$ cat config.mk
export PLATFORM = sky130hd
export DESIGN_NAME = ota_diff_pwm_tx_flat
export DESIGN_NICKNAME = d
export VERILOG_FILES = /design/src/rtl/ota_diff_pwm_tx_pkg.sv /design/src/rtl/ota_diff_pwm_tx_if.sv /design/src/rtl/ota_diff_pwm_tx_period_cnt.sv /design/src/rtl/ota_diff_pwm_tx.sv /design/src/flat_wrapper.sv
export SDC_FILE = /design/constraint.sdc
export NUM_CORES = 1
export LEC_CHECK = 0
export CORE_MARGIN = 5
export CORE_UTILIZATION = 59
export DETAILED_ROUTE_END_ITERATION = 16
export HOLD_SLACK_MARGIN = 0.08
export PLACE_DENSITY_LB_ADDON = 0.15
export SETUP_SLACK_MARGIN = 0.4
export SLEW_MARGIN = 20
export SYNTH_ARGS = -nofsm -noshare
export SYNTH_HDL_FRONTEND = slang
export SYNTH_SLANG_ARGS = --single-unit
$ cat constraint.sdc
create_clock -name clk -period 4.8 [get_ports clk]
set_clock_uncertainty 0.05 [all_clocks]
set_input_delay 1.44 -clock clk [delete_from_list [all_inputs] [get_ports clk]]
set_output_delay 1.44 -clock clk [all_outputs]
set_load 0.01 [all_outputs]
$ cat src/rtl/ota_diff_pwm_tx_pkg.sv
// Shared definitions for the OTA differential PWM drive path and its
// comparator-side companions.
package ota_pkg;

    typedef enum logic {
        IDLE = 1'b0,
        RUN  = 1'b1
    } ota_state_e;

    localparam int OTA_CNT_W = 8;
    localparam int OTA_DEAD  = 2;

endpackage

$ cat src/rtl/ota_diff_pwm_tx_if.sv
// Code handshake plus differential drive outputs of ota_diff_pwm_tx.
interface ota_diff_pwm_tx_if
    import ota_pkg::*;
#(
    parameter int CNT_W = OTA_CNT_W
);
    logic [CNT_W-1:0] code_data;
    logic             code_valid;
    logic             code_ready;
    logic             stop;
    logic             vip;
    logic             vin;
    logic             period_done;
    logic             busy;

    modport master (
        output code_data, code_valid, stop,
        input  code_ready, vip, vin, period_done, busy
    );

    modport slave (
        input  code_data, code_valid, stop,
        output code_ready, vip, vin, period_done, busy
    );
endinterface

$ cat src/rtl/ota_diff_pwm_tx_period_cnt.sv
// Free-running period counter: counts while enabled, parks at zero otherwise.
// Exposes the next count so the caller can register outputs aligned to k.
module ota_period_cnt #(
    parameter int CNT_W = 8
) (
    input  logic             clk,
    input  logic             rst_n,
    input  logic             en_i,
    output logic [CNT_W-1:0] cnt_nxt_o,
    output logic             tc_o
);
    logic [CNT_W-1:0] cnt_q;

    assign cnt_nxt_o = en_i ? cnt_q + 1'b1 : '0;
    assign tc_o      = en_i && (cnt_q == '1);

    always_ff @(posedge clk or negedge rst_n) begin
        if (!rst_n) cnt_q <= '0;
        else        cnt_q <= cnt_nxt_o;
    end
endmodule

$ cat src/rtl/ota_diff_pwm_tx.sv
// Differential PWM driver: vip high for duty_q cycles, vin high for the
// complementary window trimmed by DEAD cycles on both edges.
module ota_diff_pwm_tx
    import ota_pkg::*;
#(
    parameter int CNT_W = OTA_CNT_W,
    parameter int DEAD  = OTA_DEAD
) (
    input  logic               clk,
    input  logic               rst_n,
    ota_diff_pwm_tx_if.slave   bus
);
    localparam int CW = CNT_W + 2;
    localparam logic [CW-1:0] P_X    = CW'(1) << CNT_W;
    localparam logic [CW-1:0] DEAD_X = CW'(DEAD);

    ota_state_e       state_q, state_d;
    logic [CNT_W-1:0] duty_q, duty_d;
    logic             stop_pend_q, stop_pend_d;
    logic             vip_q, vip_d;
    logic             vin_q, vin_d;
    logic             rdy_en_q;
    logic [CNT_W-1:0] k_nxt;
    logic             tc;
    logic             code_ready;
    logic             accept;
    logic             run_d;
    logic [CW-1:0]    k_x, duty_x;

    ota_period_cnt #(.CNT_W(CNT_W)) u_cnt (
        .clk       (clk),
        .rst_n     (rst_n),
        .en_i      (state_q == RUN),
        .cnt_nxt_o (k_nxt),
        .tc_o      (tc)
    );

    // rdy_en_q keeps code_ready low through reset and its release edge
    assign code_ready      = rdy_en_q && ((state_q == IDLE) || tc);
    assign accept          = bus.code_valid && code_ready;
    assign bus.code_ready  = code_ready;
    assign bus.busy        = (state_q == RUN);
    assign bus.period_done = tc;
    assign bus.vip         = vip_q;
    assign bus.vin         = vin_q;

    always_comb begin
        state_d     = state_q;
        duty_d      = duty_q;
        stop_pend_d = stop_pend_q;
        unique case (state_q)
            IDLE: begin
                stop_pend_d = 1'b0;
                if (accept) begin
                    state_d = RUN;
                    duty_d  = bus.code_data;
                end
            end
            RUN: begin
                if (bus.stop) stop_pend_d = 1'b1;
                if (tc) begin
                    if (accept) begin
                        duty_d      = bus.code_data;
                        stop_pend_d = 1'b0;
                    end else if (stop_pend_q) begin
                        state_d     = IDLE;
                        stop_pend_d = 1'b0;
                    end
                end
            end
            default: state_d = IDLE;
        endcase
    end

    // Outputs are registered from next-cycle k/duty so they switch cleanly
    always_comb begin
        run_d  = (state_d == RUN);
        k_x    = CW'(k_nxt);
        duty_x = CW'(duty_d);
        vip_d  = run_d && (k_x < duty_x);
        vin_d  = run_d && (k_x >= duty_x + DEAD_X) && (k_x < P_X - DEAD_X);
    end

    always_ff @(posedge clk or negedge rst_n) begin
        if (!rst_n) begin
            state_q     <= IDLE;
            duty_q      <= '0;
            stop_pend_q <= 1'b0;
            vip_q       <= 1'b0;
            vin_q       <= 1'b0;
            rdy_en_q    <= 1'b0;
        end else begin
            state_q     <= state_d;
            duty_q      <= duty_d;
            stop_pend_q <= stop_pend_d;
            vip_q       <= vip_d;
            vin_q       <= vin_d;
            rdy_en_q    <= 1'b1;
        end
    end
endmodule

$ cat src/flat_wrapper.sv
// flat-port wrapper written by rule: the top's interface ports become plain ports
module ota_diff_pwm_tx_flat import ota_pkg::*;
#(
    parameter int CNT_W = OTA_CNT_W,
    parameter int DEAD  = OTA_DEAD
)
  (clk, rst_n, bus_code_data, bus_code_valid, bus_stop, bus_code_ready, bus_vip, bus_vin, bus_period_done, bus_busy);
  ota_diff_pwm_tx_if #(.CNT_W(CNT_W)) bus_i ();
  input  logic clk;
  input  logic rst_n;
  input wire logic [$bits(bus_i.code_data)-1:0] bus_code_data;
  input wire logic [$bits(bus_i.code_valid)-1:0] bus_code_valid;
  input wire logic [$bits(bus_i.stop)-1:0] bus_stop;
  output wire logic [$bits(bus_i.code_ready)-1:0] bus_code_ready;
  output wire logic [$bits(bus_i.vip)-1:0] bus_vip;
  output wire logic [$bits(bus_i.vin)-1:0] bus_vin;
  output wire logic [$bits(bus_i.period_done)-1:0] bus_period_done;
  output wire logic [$bits(bus_i.busy)-1:0] bus_busy;
  assign bus_i.code_data = bus_code_data;
  assign bus_i.code_valid = bus_code_valid;
  assign bus_i.stop = bus_stop;
  assign bus_code_ready = bus_i.code_ready;
  assign bus_vip = bus_i.vip;
  assign bus_vin = bus_i.vin;
  assign bus_period_done = bus_i.period_done;
  assign bus_busy = bus_i.busy;
  ota_diff_pwm_tx #(.CNT_W(CNT_W), .DEAD(DEAD)) u_core (.clk(clk), .rst_n(rst_n), .bus(bus_i));
endmodule
==> After elaboration in Yosys (flattened, before gate mapping) <==
Index checks and enable logic that the tools add are counted.
{ "op_classes": {"eq_ne": 1, "n_lt_le_gt_ge": 3, "bitwise_logic": 1, "reduce_logical": 7, "addsub": 2, "muxes": 14} }
{ "ops": {"columns": ["op", "count"], "rows": [
  ["2-to-1 mux 8 bit", 3],
  ["case mux 8 bit (2 select lines)", 1],
  [">= comparator 8 x 10 -> 1 bit", 1],
  ["adder 8 x 2 -> 9 bit (second input constant)", 1],
  ["adder 8 x 1 -> 8 bit (second input constant)", 1],
  ["equality test 8 bit (second input constant)", 1],
  ["< comparator 8 bit", 1],
  ["< comparator 8 bit (second input constant)", 1],
  ["2-to-1 mux 1 bit", 8],
  ["logical AND 1 bit", 6],
  ["case mux 1 bit (2 select lines)", 2],
  ["logical OR 1 bit", 1],
  ["inverter 1 bit", 1]
]} }
{ "totals": {"elab_cells": 35, "out_inout_bits": 5, "input_bits": 12, "ff_bits": 21} }

==> Longest topological paths before layout <==
{ "logic_depth": {"depth_word": 12, "depth_mapped": 13, "depth_no_buf": 12} }

==> By module <==
From an unflattened synthesis, not the netlist that was laid out.
{ "unflattened": {"cells_unflattened": 140, "area_unflattened_um2": 1397.6} }
{ "by_module_without_submodules": {"columns": ["module", "area_per_inst_um2", "seq_area_each_um2", "cells_each", "n_inst"], "rows": [
  ["ota_diff_pwm_tx", 1028.5, 325.3, 106, 1],
  ["ota_period_cnt", 369.1, 200.2, 34, 1]
]} }

==> Least setup slack after synthesis <==
Ideal clock, no wire load.
{ "synth_timing": {"kind": "in2reg", "from": "input bus_code_data[2]", "to": "register u_core.vin_q, in the netlist u_core.bus.vin", "arrival_ns": 2.942, "setup_time_ns": 0.120, "path_stages": 9, "setup_slack_ns": 1.687, "required_time_ns": 4.630, "path_cell_list": "and3_1 nand3_1 nor3_1 a41oi_1 o21ai_1 ha_1 a2111oi_0 o21ai_0 o211a_1"} }
{ "synth_via": {"elab_chain_cells": 7} }
{ "synth_lines": {"columns": ["element", "line_no", "source"], "rows": [
  ["start: declaration", "flat_wrapper.sv:11", "input wire logic [$bits(bus_i.code_data)-1:0] bus_code_data;"],
  ["2-to-1 mux 8 bit *", "ota_diff_pwm_tx.sv:54, ota_diff_pwm_tx.sv:62", null],
  ["2-to-1 mux 8 bit", "ota_diff_pwm_tx.sv:61", "if (tc) begin"],
  ["case mux 8 bit (2 select lines) *", "ota_diff_pwm_tx.sv:51", "unique case (state_q)"],
  ["adder 8 x 2 -> 9 bit *", "ota_diff_pwm_tx.sv:81", "vin_d = run_d && (k_x >= duty_x + DEAD_X) && (k_x < P_X - DEAD_X);"],
  [">= comparator 8 x 10 -> 1 bit *", "ota_diff_pwm_tx.sv:81", null],
  ["logical AND 1 bit * (2 in series)", "ota_diff_pwm_tx.sv:81", null],
  ["named net u_core.vin_d", "ota_diff_pwm_tx.sv:21", "logic vin_q, vin_d;"],
  ["end signal: assignment", "ota_diff_pwm_tx.sv:97", "vin_q <= vin_d;"],
  ["end: declaration", "ota_diff_pwm_tx.sv:21", null]
]} }
Mark *: on every way through the listed nets, which the timed path passes. The rest lies on a longest branch.

==> Worst setup path in the final report <==
{ "layout_timing": {"from": "input bus_code_valid", "to": "register u_core.vip_q, in the netlist u_core.bus.vip"} }
{ "layout_via": {"elab_chain_cells": 6, "word_cells_on_any_way": 10, "classes_between": "order compare: 1; mux: 7; reduce/logical: 2"} }
{ "layout_lines": {"columns": ["element", "line_no", "source"], "rows": [
  ["start: declaration", "flat_wrapper.sv:12", "input wire logic [$bits(bus_i.code_valid)-1:0] bus_code_valid;"],
  ["logical AND 1 bit *", "ota_diff_pwm_tx.sv:40", "assign accept = bus.code_valid && code_ready;"],
  ["2-to-1 mux 8 bit *", "ota_diff_pwm_tx.sv:54, ota_diff_pwm_tx.sv:62", null],
  ["2-to-1 mux 8 bit", "ota_diff_pwm_tx.sv:61", null],
  ["case mux 8 bit (2 select lines) *", "ota_diff_pwm_tx.sv:51", null],
  ["named net u_core.duty_d[5]", "ota_diff_pwm_tx.sv:18", "logic [CNT_W-1:0] duty_q, duty_d;"],
  ["< comparator 8 bit *", "ota_diff_pwm_tx.sv:80", "vip_d = run_d && (k_x < duty_x);"],
  ["logical AND 1 bit *", "ota_diff_pwm_tx.sv:80", null],
  ["named net u_core.vip_d", "ota_diff_pwm_tx.sv:20", "logic vip_q, vip_d;"],
  ["end signal: assignment", "ota_diff_pwm_tx.sv:96", "vip_q <= vip_d;"],
  ["end: declaration", "ota_diff_pwm_tx.sv:20", null]
]} }
Marks and branches as above.

==> results.cfg <==
[clocking]
clk_pin_slew_worst_paths_ns = 0.12
post_cts_buffers = 0
cts_buffer_depth = 2
cts.hold.buffers_added = 0
cts_buffers = 3
clock_insertion_delay_worst_skew_ns = 0.31
cts.root.buffer_cell = clkbuf_4
cts_sinks = 21
h-tree-depth = 1
cts_resized = 0
cts_tree = done

[sta]
grt_setup_unrepaired = no
setup_viol = 0
period_share = 0.761
finalSetupTns_ns = 0
finalMaxSlewViolations = 0
tightest_slew_ns = 0.953
fmax_mhz = 274
finalCriticalPeriod_ns = 3.65
worst_slack_ns = 1.15
report.final.hold_viol_count = 0
slew_headroom = 0.363

[critical_path]
timing.critical_path.from_type = primary input
crit_end = u_core.bus.vip
crit_path_end_kind = flop
ff2ff_setup_slack_ns = 1.81
crit_required_ns = 4.96
crit_arrival_ns = 3.81
worst-setup-path-type = in -> reg
r2r_cells = 12
crit-reg2reg-launch = u_core.u_cnt.cnt_q[0]
worst_r2r_endpoint = u_core.bus.vip
crit_start = bus_code_valid
crit_path_max_fanout = 12

[yosys]
netlist.area_leader.share = 0.368
synth_cell_type_count = 44
postSynthRegisterBits = 21
synth_enable_flop_cells = 0
netlist_area_mm2 = 0.00143
synth_sequential_area_ratio = 0.368
synth.yosys.warnings = 0
synth_top_area_cell = dfrtp_1
synth_top_flop_cell = dfrtp_1
postSynthNetCount = 166
postSynth.asyncResetShare = 1.00
synth_area_leaders = dfrtp_1 37%, ha_1 13%, o21ai_0 3.9%, xnor2_1 3.7%, mux2i_2 2.9%
post_synth_inst_count = 139
syn_area_per_cell_um2 = 10.3

[outcome]
status = finished, final reports clean

[cells_and_area]
final_common_cell = dfrtp_1
finalCoreUtilization = 0.724
postLayoutCellArea_mm2 = 0.00163
num_antenna_cells = 0
area_growth_syn_to_layout_pct = 14.5
most-common-layout-cells = 21 x dfrtp_1, 16 x clkdlybuf4s50_1, 15 x ha_1
finalNetCount = 185
layout-drive-gt1-share = 0.121

[pwr]
cellPowerDensity_mw_per_mm2 = 434
total_leakage_power_nw = 0.722
power.total_mw = 0.709
worst_ir_drop_vdd_v = 0.000387

[route]
wl_per_cell_um = 15.8
count_of_tritonroute_iterations_in_the_first_routing_pass = 4
initialDrtViolationCount = 35
dr_vias = 1126
viasPerCell = 6.09
drt.antenna.violating_nets = 0
routed_wl_um = 2920
remaining_drc_errors = 0

[floorplanning]
floorplan.die.height_um = 59.2
design.portCount = 17
coreArea_mm2 = 0.00225
rows = 17
fp.dieW_um = 59.2
die_area_mm2 = 0.00350
initial_util = 0.633

[grt]
antenna_found_initial = 0
use_met1 = 0.237
met3_usage = 0.0305
wire_length_of_the_first_global_routing_pass_um = 5010
first_global_vias = 1115
top_usage_layer = met2
groute.layer.met2.usage = 0.319
gr_ovfl_total = 0
grt_max_degree = 22
track_usage = 0.187

[placement]
place_area_mm2 = 0.00161
place_ws_ns = 0.857
gp_congestion = 0.825
io_buffers = 16
place.detailed.hpwl_um = 2300

[worst_hold_path]
hold_path.class = reg -> reg

[flow_run]
timing.max_cap.violations = 0
-- layout make-up --
type / count / area (um^2)
repair buffers: 16 / 160
flip-flops and latches: 21 / 526
clock buffers: 4 / 26.3
multi-input cells: 106 / 848
fillers: 183 / 622
well taps: 28 / 35.0
inverters: 10 / 37.5
-- metal layers --
metal | wire (um) | vias to the layer above
met4 | 48 | 0
met1 | 1240 | 541
met5 | 0 | -
met2 | 1500 | 33
li1 | - | 546
met3 | 142 | 6
-- how the worst min path moves through the flow --
stage                          start          endpoint  slack, ns  cells after the start
global route        u_core.duty_q[0]  u_core.duty_q[0]       0.51                      1
CTS                 u_core.duty_q[0]  u_core.duty_q[0]       0.48                      1
global placement    u_core.duty_q[0]  u_core.duty_q[0]       0.44                      1
detailed placement  u_core.duty_q[0]  u_core.duty_q[0]       0.45                      1
floorplan           u_core.duty_q[0]  u_core.duty_q[0]       0.42                      1
finish              u_core.duty_q[0]  u_core.duty_q[0]       0.48                      1
-- power by group --
part	leakage (nW)	internal (mW)	switching, mW	total (mW)
Clock	0.0150	0.0324	0.0567	0.0891
Combinational	0.455	0.165	0.190	0.355
Sequential	0.252	0.223	0.0423	0.265
Total	0.722	0.420	0.289	0.709
-- through the flow --
stage               instances  hold WS, ns
detailed placement        181        0.452
global route              185        0.512
global placement          181        0.436
finish                    185        0.480
CTS                       185        0.480
floorplan                 139        0.423
-- cells in the mapped netlist (2+ instances only) --
cell type	n
a21oi_1	4
nor2_1	3
and3_1	2
a31oi_1	2
nand2_1	6
dfrtp_1	21
ha_1	15
xor2_1	2
mux2i_2	3
a21boi_0	2
and2_1	6
inv_1	10
and3_2	3
a41oi_1	2
mux2_2	3
nor2b_1	2
xnor2_1	6
nand3_1	5
nand4_1	6
o21ai_0	11
nor3_1	2
-- flip-flops by register name (all words and copies together) (netlist names) --
signal	flops
u_core.duty_q	8
u_core.u_cnt.cnt_q	8
u_core.bus.busy	1
u_core.bus.vin	1
u_core.bus.vip	1
u_core.rdy_en_q	1
u_core.stop_pend_q	1
-- cells by family after synthesis --
kind of cell,synth area share
simple gates,0.179
compound gates,0.154
flops,0.368
fa+ha+maj,0.132
buf+inv,0.0368
xor+xnor,0.0491
mux,0.0789
other cells,0.00263
-- worst max-delay path, stage by stage --
cell and delay, ns:
clkdlybuf4s50_1 0.59, nand3_4 0.24, mux2_4 0.37, inv_1 0.08, ha_1 0.24, a21oi_1 0.16
nor2b_1 0.06, o21ai_0 0.20, nand3_1 0.10, a311oi_1 0.31
No activity file was read; power rests on OpenSTA's default activity.
